### src/rtl/cram_writer_pkg.sv
// Shared CRAM write-side definitions: geometry defaults, fill FSM states, grant codes.
// Also used by the video output path and the CRAM instantiation.
package cram_writer_pkg;

    localparam int CRAM_AW = 8;
    localparam int CRAM_DW = 16;

    typedef enum logic {
        ST_IDLE = 1'b0,
        ST_FILL = 1'b1
    } fill_st_e;

    typedef enum logic [1:0] {
        GNT_NONE = 2'd0,
        GNT_Z80  = 2'd1,
        GNT_DMA  = 2'd2,
        GNT_FILL = 2'd3
    } gnt_e;

endpackage

### src/rtl/cram_fill_seq.sv
// Palette fill sequencer: walks every CRAM entry once, writing a single latched value.
// Advances only on slots the top-level arbiter grants to it.
module cram_fill_seq
    import cram_writer_pkg::*;
#(
    parameter int AW = CRAM_AW,
    parameter int DW = CRAM_DW
) (
    input  logic          clk,
    input  logic          res,
    input  logic          fill_start,
    input  logic [DW-1:0] fill_val,
    input  logic          fill_gnt,
    output logic          fill_req,
    output logic [AW-1:0] fill_addr,
    output logic [DW-1:0] fill_data,
    output logic          busy
);

    fill_st_e      state, state_nxt;
    logic [AW-1:0] cnt, cnt_nxt;
    logic [DW-1:0] val, val_nxt;

    always_ff @(posedge clk) begin
        if (res) begin
            state <= ST_IDLE;
            cnt   <= '0;
            val   <= '0;
        end else begin
            state <= state_nxt;
            cnt   <= cnt_nxt;
            val   <= val_nxt;
        end
    end

    always_comb begin
        state_nxt = state;
        cnt_nxt   = cnt;
        val_nxt   = val;
        case (state)
            ST_IDLE: begin
                if (fill_start) begin
                    state_nxt = ST_FILL;
                    cnt_nxt   = '0;
                    val_nxt   = fill_val;
                end
            end
            ST_FILL: begin
                // fill_start is deliberately ignored here; the value stays as first latched
                if (fill_gnt) begin
                    cnt_nxt = cnt + AW'(1);
                    if (cnt == {AW{1'b1}})
                        state_nxt = ST_IDLE;
                end
            end
            default: state_nxt = ST_IDLE;
        endcase
    end

    assign fill_req  = (state == ST_FILL);
    assign busy      = (state == ST_FILL);
    assign fill_addr = cnt;
    assign fill_data = val;

endmodule

### src/rtl/cram_writer.sv
// CRAM write-port master: merges Z80 byte writes, DMA word writes and the palette fill
// into one registered write port with fixed priority Z80 > DMA > fill.
module cram_writer
    import cram_writer_pkg::*;
#(
    parameter int AW = CRAM_AW,
    parameter int DW = CRAM_DW
) (
    input  logic          clk,
    input  logic          res,
    input  logic          zw_we,
    input  logic [AW:0]   zw_addr,
    input  logic [7:0]    zw_data,
    input  logic          dma_req,
    input  logic [AW-1:0] dma_addr,
    input  logic [DW-1:0] dma_data,
    output logic          dma_ack,
    input  logic          fill_start,
    input  logic [DW-1:0] fill_val,
    output logic          busy,
    output logic [AW-1:0] cram_addr,
    output logic [DW-1:0] cram_data,
    output logic          cram_we
);

    logic [7:0]    lo_byte;
    logic          z80_commit, z80_lo_load, dma_win;
    logic          fill_req, fill_gnt;
    logic [AW-1:0] fill_addr;
    logic [DW-1:0] fill_data;
    gnt_e          gnt;
    logic [AW-1:0] addr_nxt;
    logic [DW-1:0] data_nxt;

    cram_fill_seq #(.AW(AW), .DW(DW)) u_fill (
        .clk        (clk),
        .res        (res),
        .fill_start (fill_start),
        .fill_val   (fill_val),
        .fill_gnt   (fill_gnt),
        .fill_req   (fill_req),
        .fill_addr  (fill_addr),
        .fill_data  (fill_data),
        .busy       (busy)
    );

    always_comb begin
        z80_commit  = zw_we & zw_addr[0];
        z80_lo_load = zw_we & ~zw_addr[0];
        // a request seen while its ack is out is the same request, not a new one
        dma_win     = dma_req & ~dma_ack;

        gnt = GNT_NONE;
        if (z80_commit)    gnt = GNT_Z80;
        else if (dma_win)  gnt = GNT_DMA;
        else if (fill_req) gnt = GNT_FILL;

        fill_gnt = (gnt == GNT_FILL);

        addr_nxt = cram_addr;
        data_nxt = cram_data;
        case (gnt)
            GNT_Z80: begin
                addr_nxt = zw_addr[AW:1];
                data_nxt = DW'({zw_data, lo_byte});
            end
            GNT_DMA: begin
                addr_nxt = dma_addr;
                data_nxt = dma_data;
            end
            GNT_FILL: begin
                addr_nxt = fill_addr;
                data_nxt = fill_data;
            end
            default: ;
        endcase
    end

    always_ff @(posedge clk) begin
        if (res) begin
            lo_byte   <= '0;
            cram_we   <= 1'b0;
            cram_addr <= '0;
            cram_data <= '0;
            dma_ack   <= 1'b0;
        end else begin
            if (z80_lo_load)
                lo_byte <= zw_data;
            cram_we   <= (gnt != GNT_NONE);
            dma_ack   <= (gnt == GNT_DMA);
            cram_addr <= addr_nxt;
            cram_data <= data_nxt;
        end
    end

endmodule

### config.mk
export PLATFORM = sky130hd
export DESIGN_NAME = cram_writer
export DESIGN_NICKNAME = d
export VERILOG_FILES = /design/src/rtl/cram_writer_pkg.sv /design/src/rtl/cram_fill_seq.sv /design/src/rtl/cram_writer.sv
export SDC_FILE = /design/constraint.sdc
export NUM_CORES = 1
export LEC_CHECK = 0
export CAP_MARGIN = 0
export CORE_AREA = 10 10 110 82
export CTS_CLUSTER_SIZE = 14
export DETAILED_ROUTE_END_ITERATION = 12
export DIE_AREA = 0 0 120 92
export DONT_BUFFER_PORTS = 1
export GPL_TIMING_DRIVEN = 0
export PLACE_DENSITY = 0.65
export SLEW_MARGIN = 20
export SYNTH_ARGS = -nofsm -noshare
export SYNTH_HDL_FRONTEND = slang
export SYNTH_SLANG_ARGS = --single-unit
### constraint.sdc
create_clock -name clk -period 1.3 [get_ports clk]
set_input_delay 0.13 -clock clk [delete_from_list [all_inputs] [get_ports clk]]
set_output_delay 0.13 -clock clk [all_outputs]
set_load 0.01 [all_outputs]
* Yosys cells after proc, flatten, opt, wreduce, memory -nomap -nowiden
Index checks and enable logic that the tools add are counted.
** Word-level totals
- Flip-flop bits (word level) :: 59
- Latch bits :: 0
- RAM bits :: 0
- Bits in read-only memories :: 0
- Input port bits :: 62
- Output and inout port bits :: 27
- Word-level logic and storage cells :: 37
- Memories :: 0
** Operators by class
- $add $sub $neg :: 1
- $mul :: 0
- Divide/modulo/power cells :: 0
- $lt $le $gt $ge :: 0
- Eq/ne operators :: 6
- Shifts and indexed selects :: 0
- Multiplexer cells :: 12
- Bitwise gates (word level) :: 6
- Reductions and logical operators :: 4
** Operators with widths (number)
- 16-bit case mux with 3 select lines :: 1
- 8-bit case mux with 3 select lines :: 1
- 8-bit 2-to-1 mux :: 2
- 8-bit case mux with 2 select lines :: 1
- 8-bit by 1-bit adder with 8-bit output, second input constant :: 1
- 8-bit == test, second input constant :: 1
- 2-bit 2-to-1 mux :: 3
- 2-bit == test, second input constant :: 2
- 2-bit inequality test, second input constant :: 2
- 2-bit AND reduction :: 2
- 1-bit bitwise AND :: 3
- 1-bit 2-to-1 mux :: 3
- 1-bit inverter :: 3
- 3-bit nonzero test :: 1
- 2-bit by 1-bit == test with 1-bit output, second input constant :: 1
- 1-bit case mux with 2 select lines :: 1
- 2-bit nonzero test :: 1

* Depth between registers and ports, before layout
Gate-level depths: netlist of run 1.
- Word-level depth :: 7
- Mapped depth :: 6

* Cells and area by module
From an unflattened synthesis of run 1, not the netlist that was laid out.
** Second synthesis, totals
- Cell total of the unflattened synthesis :: 304
- Area, all modules :: 2753.9 sq um
** Modules (own cells, without submodules)
- cram_writer :: instances 1, cells each 184, area each 1764.2 sq um, seq. area each 680.7 sq um
- cram_fill_seq :: instances 1, cells each 120, area each 989.7 sq um, seq. area each 500.5 sq um

* Worst setup path after synthesis of run 1
OpenSTA, ideal clock, no wires.
- Kind :: register to register
- Start :: register dma_ack
- End :: register u_fill.cnt[4] (netlist: u_fill.fill_addr[4])
- Arrival time :: 1.344 ns
- Required time :: 1.235 ns
- Slack :: -0.109 ns
- Cell stages (with the launch flop) :: 7
- Buffers on the path :: 2
- Cell sequence :: dfxtp_1 > nor2b_1 > clkbuf_4 > buf_4 > nor3_1 > mux2_2 > nor2_1
** On the way
- Cells in the longest elaborated chain, start to end :: 7
** RTL lines
- from (decl) :: line cram_writer.sv:17 : output logic dma_ack,
- from (signal assigned) :: line cram_writer.sv:90 : dma_ack <= (gnt == GNT_DMA);
- 1-bit inverter :: line cram_writer.sv:51 : dma_win = dma_req & ~dma_ack;
- 1-bit bitwise AND :: line cram_writer.sv:51
- 2-bit 2-to-1 mux :: line cram_writer.sv:55 : else if (dma_win) gnt = GNT_DMA;
- 2-bit 2-to-1 mux :: line cram_writer.sv:54 : if (z80_commit) gnt = GNT_Z80;
- 2-bit == test :: line cram_writer.sv:58 : fill_gnt = (gnt == GNT_FILL);
- 2-bit inequality test (no line)
- 2-bit AND reduction (no line)
- to (signal assigned) :: line cram_fill_seq.sv:31 : cnt <= cnt_nxt;
- to (decl) :: line cram_fill_seq.sv:21 : logic [AW-1:0] cnt, cnt_nxt;
No other way between the ends.
A chain may end at the register's enable or synchronous reset.

* Final worst setup path of run 1
- Start :: register dma_ack
- End :: register cram_addr[2]
** On the way
- Cells in the longest elaborated chain, start to end :: 6
** RTL lines
- 1-bit inverter (*) :: line cram_writer.sv:51
- 1-bit bitwise AND (*) :: line cram_writer.sv:51
- 2-bit 2-to-1 mux (*) :: line cram_writer.sv:55
- 2-bit 2-to-1 mux (*) :: line cram_writer.sv:54
- 2-bit == test / 2-bit by 1-bit == test with 1-bit output (equally long branches) :: line cram_writer.sv:62 : case (gnt)
- 8-bit case mux with 3 select lines / 3-bit nonzero test (equally long branches)
- to (signal assigned) :: line cram_writer.sv:91 : cram_addr <= addr_nxt;
- to (decl) :: line cram_writer.sv:21 : output logic [AW-1:0] cram_addr,
Mark *: on every way between the ends. The rest lies on a longest branch, timed or not.

==> metrics, run 1 <==
failing checks setup timing; max-slew violations 0; via count 2626; Placed Area 2835 um2; Die ar. 11040 um2; WL final 9914 um; worst hold start dma_addr[2]; clk buf depth 2; number of placed cells counting well taps 411; CTS root buf clkbuf_8; CP required 1.51 ns; post-synthesis cell type count 47; Seq/Total Area, Yosys 43.76%; most frequent cells in the layout dfxtp_1, nand2_1, dlygate4sd3_1; layout cell share with drive strength beyond 1 31.27%; Cell Chain, Critical Path nor2b_4 -> nor3_4 -> buf_4 -> a222oi_1 -> a21oi_1; kind of end point of the critical path register; reg-to-reg critical path endpoint cram_addr[2]; Post-Syn Nets 376; R2R setup slack -0.12 ns; Post-Syn Instances 313; Max VDD drop 0.7758 mV; final core occ 57.14%; Rows 26; synthesized flop and latch total 59; io pins 89; Setup TNS -2.026 ns; Cell Count, Final, Fillers Out 485; Via-to-Cell Ratio 5.414; CORE AREA 7059 um2; multi-input logic area 1630 um2; DPL Wire Length 6608 um; period utilization 109.2%; Routed Antenna Nets 0; dpl ws -0.3105 ns; # nets final 445; Detailed Route Iter0 Violations 295; Power Dens Cells 1218 nW/um2; Worst Hold End cram_addr[2]; Initial Util 38.23%; commonest non-fill, non-tap cell in the layout dfxtp_1; Final WS setup -0.1190 ns; Hold WC Path Type input port to register; post-layout instance area 4034 um2; Final Hold Viols 0; clk slew on worst S/H paths 0.07 ns; Final min period 1.419 ns; slowest CP cell dfxtp_4; Leak 1.471 nW; fill count 588; register area 1200 um2; CTS tree done; # DRC 0; DR pass1 iterations 5; TritonCTS buffer count 9; Setup-failing EPs final 29; Slew HR 47.69%; htree depth 3; maximum clock rate 704.7 MHz; worst slew pin tran 0.7846 ns; r2r startpoint dma_ack; Setup Skew 0.006790 ns; hold_ws 0.008849 ns; area grow syn2layout 49.47%; first-pass GRT wire length 14590 um; all-layer global routing usage 16.91%; wire per inst 20.44 um; CP Launch Type register; vias in the first global route 2617; RSZ-0062 raised after global routing yes; n_diodes 0; Final GP Congestion 0.8633; slowest stage delay, CP 0.38 ns; R2R depth 5; Die H 92 um; Max Cap Violations 0; CTS sink cnt 59; initial antenna violation count 0; average size of a mapped cell 8.622 um2; Clock Latency Late Sink 0.35 ns; kind of critical path register to register; Port Buf Inserts 0; mapped cell area 2699 um2; outcome complete, but fails checks; Worst Hold Depth 2; Critical Path AT 1.63 ns; Pwr Total 4.912 mW; die span in x 120 um; largest net degree at the start of global routing 11; warning count from the yosys run 0; grt ovf 0; crit path max fanout 5
final cells by class:
class	count	area share, %
tap	98	3.040
inverter	3	0.2792
buffer	26	6.172
sequential	59	29.75
clock inverter	5	1.861
clock buffer	11	3.753
multi-input combinational	224	40.42
timing repair buffer	59	14.73
repair_timing:
item	in CTS	in global routing
endpoints found under the hold margin	36	2
pin swaps	21	25
setup buffers	16	8
endpoints found under the setup margin	43	38
cloned	1	3
hold buffers	33	2
resized for setup	51	49
flip-flops by register name (all words and copies together) (netlist names):
| signal | count |
|---|---|
| lo_byte | 8 |
| cram_addr | 8 |
| cram_we | 1 |
| u_fill.busy | 1 |
| u_fill.fill_addr | 8 |
| cram_data | 16 |
| dma_ack | 1 |
| u_fill.fill_data | 16 |
power breakdown:
group / internal (mW) / switching [mW] / leakage (nW)
combinational: 0.473 / 0.469 / 0.862
sequential: 1.92 / 0.133 / 0.490
clock: 1.17 / 0.740 / 0.119
worst max-delay path by stage:
| stage | cells past startpoint | from | slack, ns | endpoint |
|---|---|---|---|---|
| 2_1_floorplan | 5 | u_fill.fill_addr[0] | -0.04 | u_fill.fill_addr[4] |
| 3_3_place_gp | 6 | u_fill.busy | -0.27 | cram_data[15] |
| 3_5_place_dp | 6 | u_fill.busy | -0.31 | cram_data[15] |
| 4_1_cts | 7 | dma_ack | -0.13 | cram_data[7] |
| 5_1_grt | 5 | dma_ack | -0.20 | cram_addr[2] |
| 6_report | 5 | dma_ack | -0.12 | cram_addr[2] |
per-layer routing:
| metal | vias up | track usage, % | part of all wire, % |
|---|---|---|---|
| li1 | 1255 | - | - |
| met1 | 1249 | 20.97 | 42 |
| met2 | 111 | 25.27 | 46 |
| met3 | 11 | 8.022 | 10 |
| met4 | 0 | 5.611 | 1.5 |
| met5 | - | 0 | 0 |
cell usage after synthesis, drive strengths merged:
cell type / number / area share [%]
xnor2: 2 / 0.65
a222oi: 2 / 0.74
a211oi: 10 / 3.5
nand2b: 9 / 2.1
a31oi: 1 / 0.23
clkbuf: 6 / 0.97
and3: 1 / 0.23
a221oi: 9 / 3.6
nor2: 36 / 5.3
nand3b: 2 / 0.56
nand4: 3 / 0.70
mux2i: 8 / 3.0
nand2: 51 / 7.1
or3: 6 / 1.4
dfxtp: 59 / 44
nand4b: 1 / 0.32
a2111oi: 1 / 0.56
and4: 1 / 0.32
mux2: 2 / 0.83
nand3: 3 / 0.74
a22oi: 8 / 2.2
buf: 21 / 5.3
nor4: 8 / 1.9
nor2b: 4 / 0.93
o22ai: 1 / 0.23
ha: 1 / 0.46
a21oi: 33 / 6.1
inv: 3 / 0.42
o221a: 1 / 0.42
o31a: 1 / 0.32
or4: 1 / 0.28
nor3: 13 / 3.4
o211ai: 1 / 0.28
o21ai: 1 / 0.19
o31ai: 1 / 0.28
and2: 1 / 0.32
a221o: 1 / 0.37
critical path: cells and delay by family (launching register included):
family	cells	cell delay, ns
AOI/OAI and AO/OA	2	0.42
and+or+nand+nor	2	0.35
DFF	1	0.38
buffers and inverters	1	0.15
cells by family (layout without fill, tap and decap cells):
group,after synthesis,count (layout),share of synthesized area (%)
AND/OR/NAND/NOR,140,140,25.55
buffers and inverters,30,104,6.676
XOR/XNOR,2,2,0.6492
flip-flops,59,59,43.76
AO/OA/AOI/OAI,71,71,19.10
multiplexers,10,10,3.802
adder cells (fa/ha/maj),1,1,0.4635
No activity file was read; power rests on OpenSTA's default activity.
==> inputs of run 2 (changes only) <==
- CTS_CLUSTER_DIAMETER: not set -> 150
==> results of run 2 <==
Same layout as run 1: the final DEF is identical, and so are final timing and power.
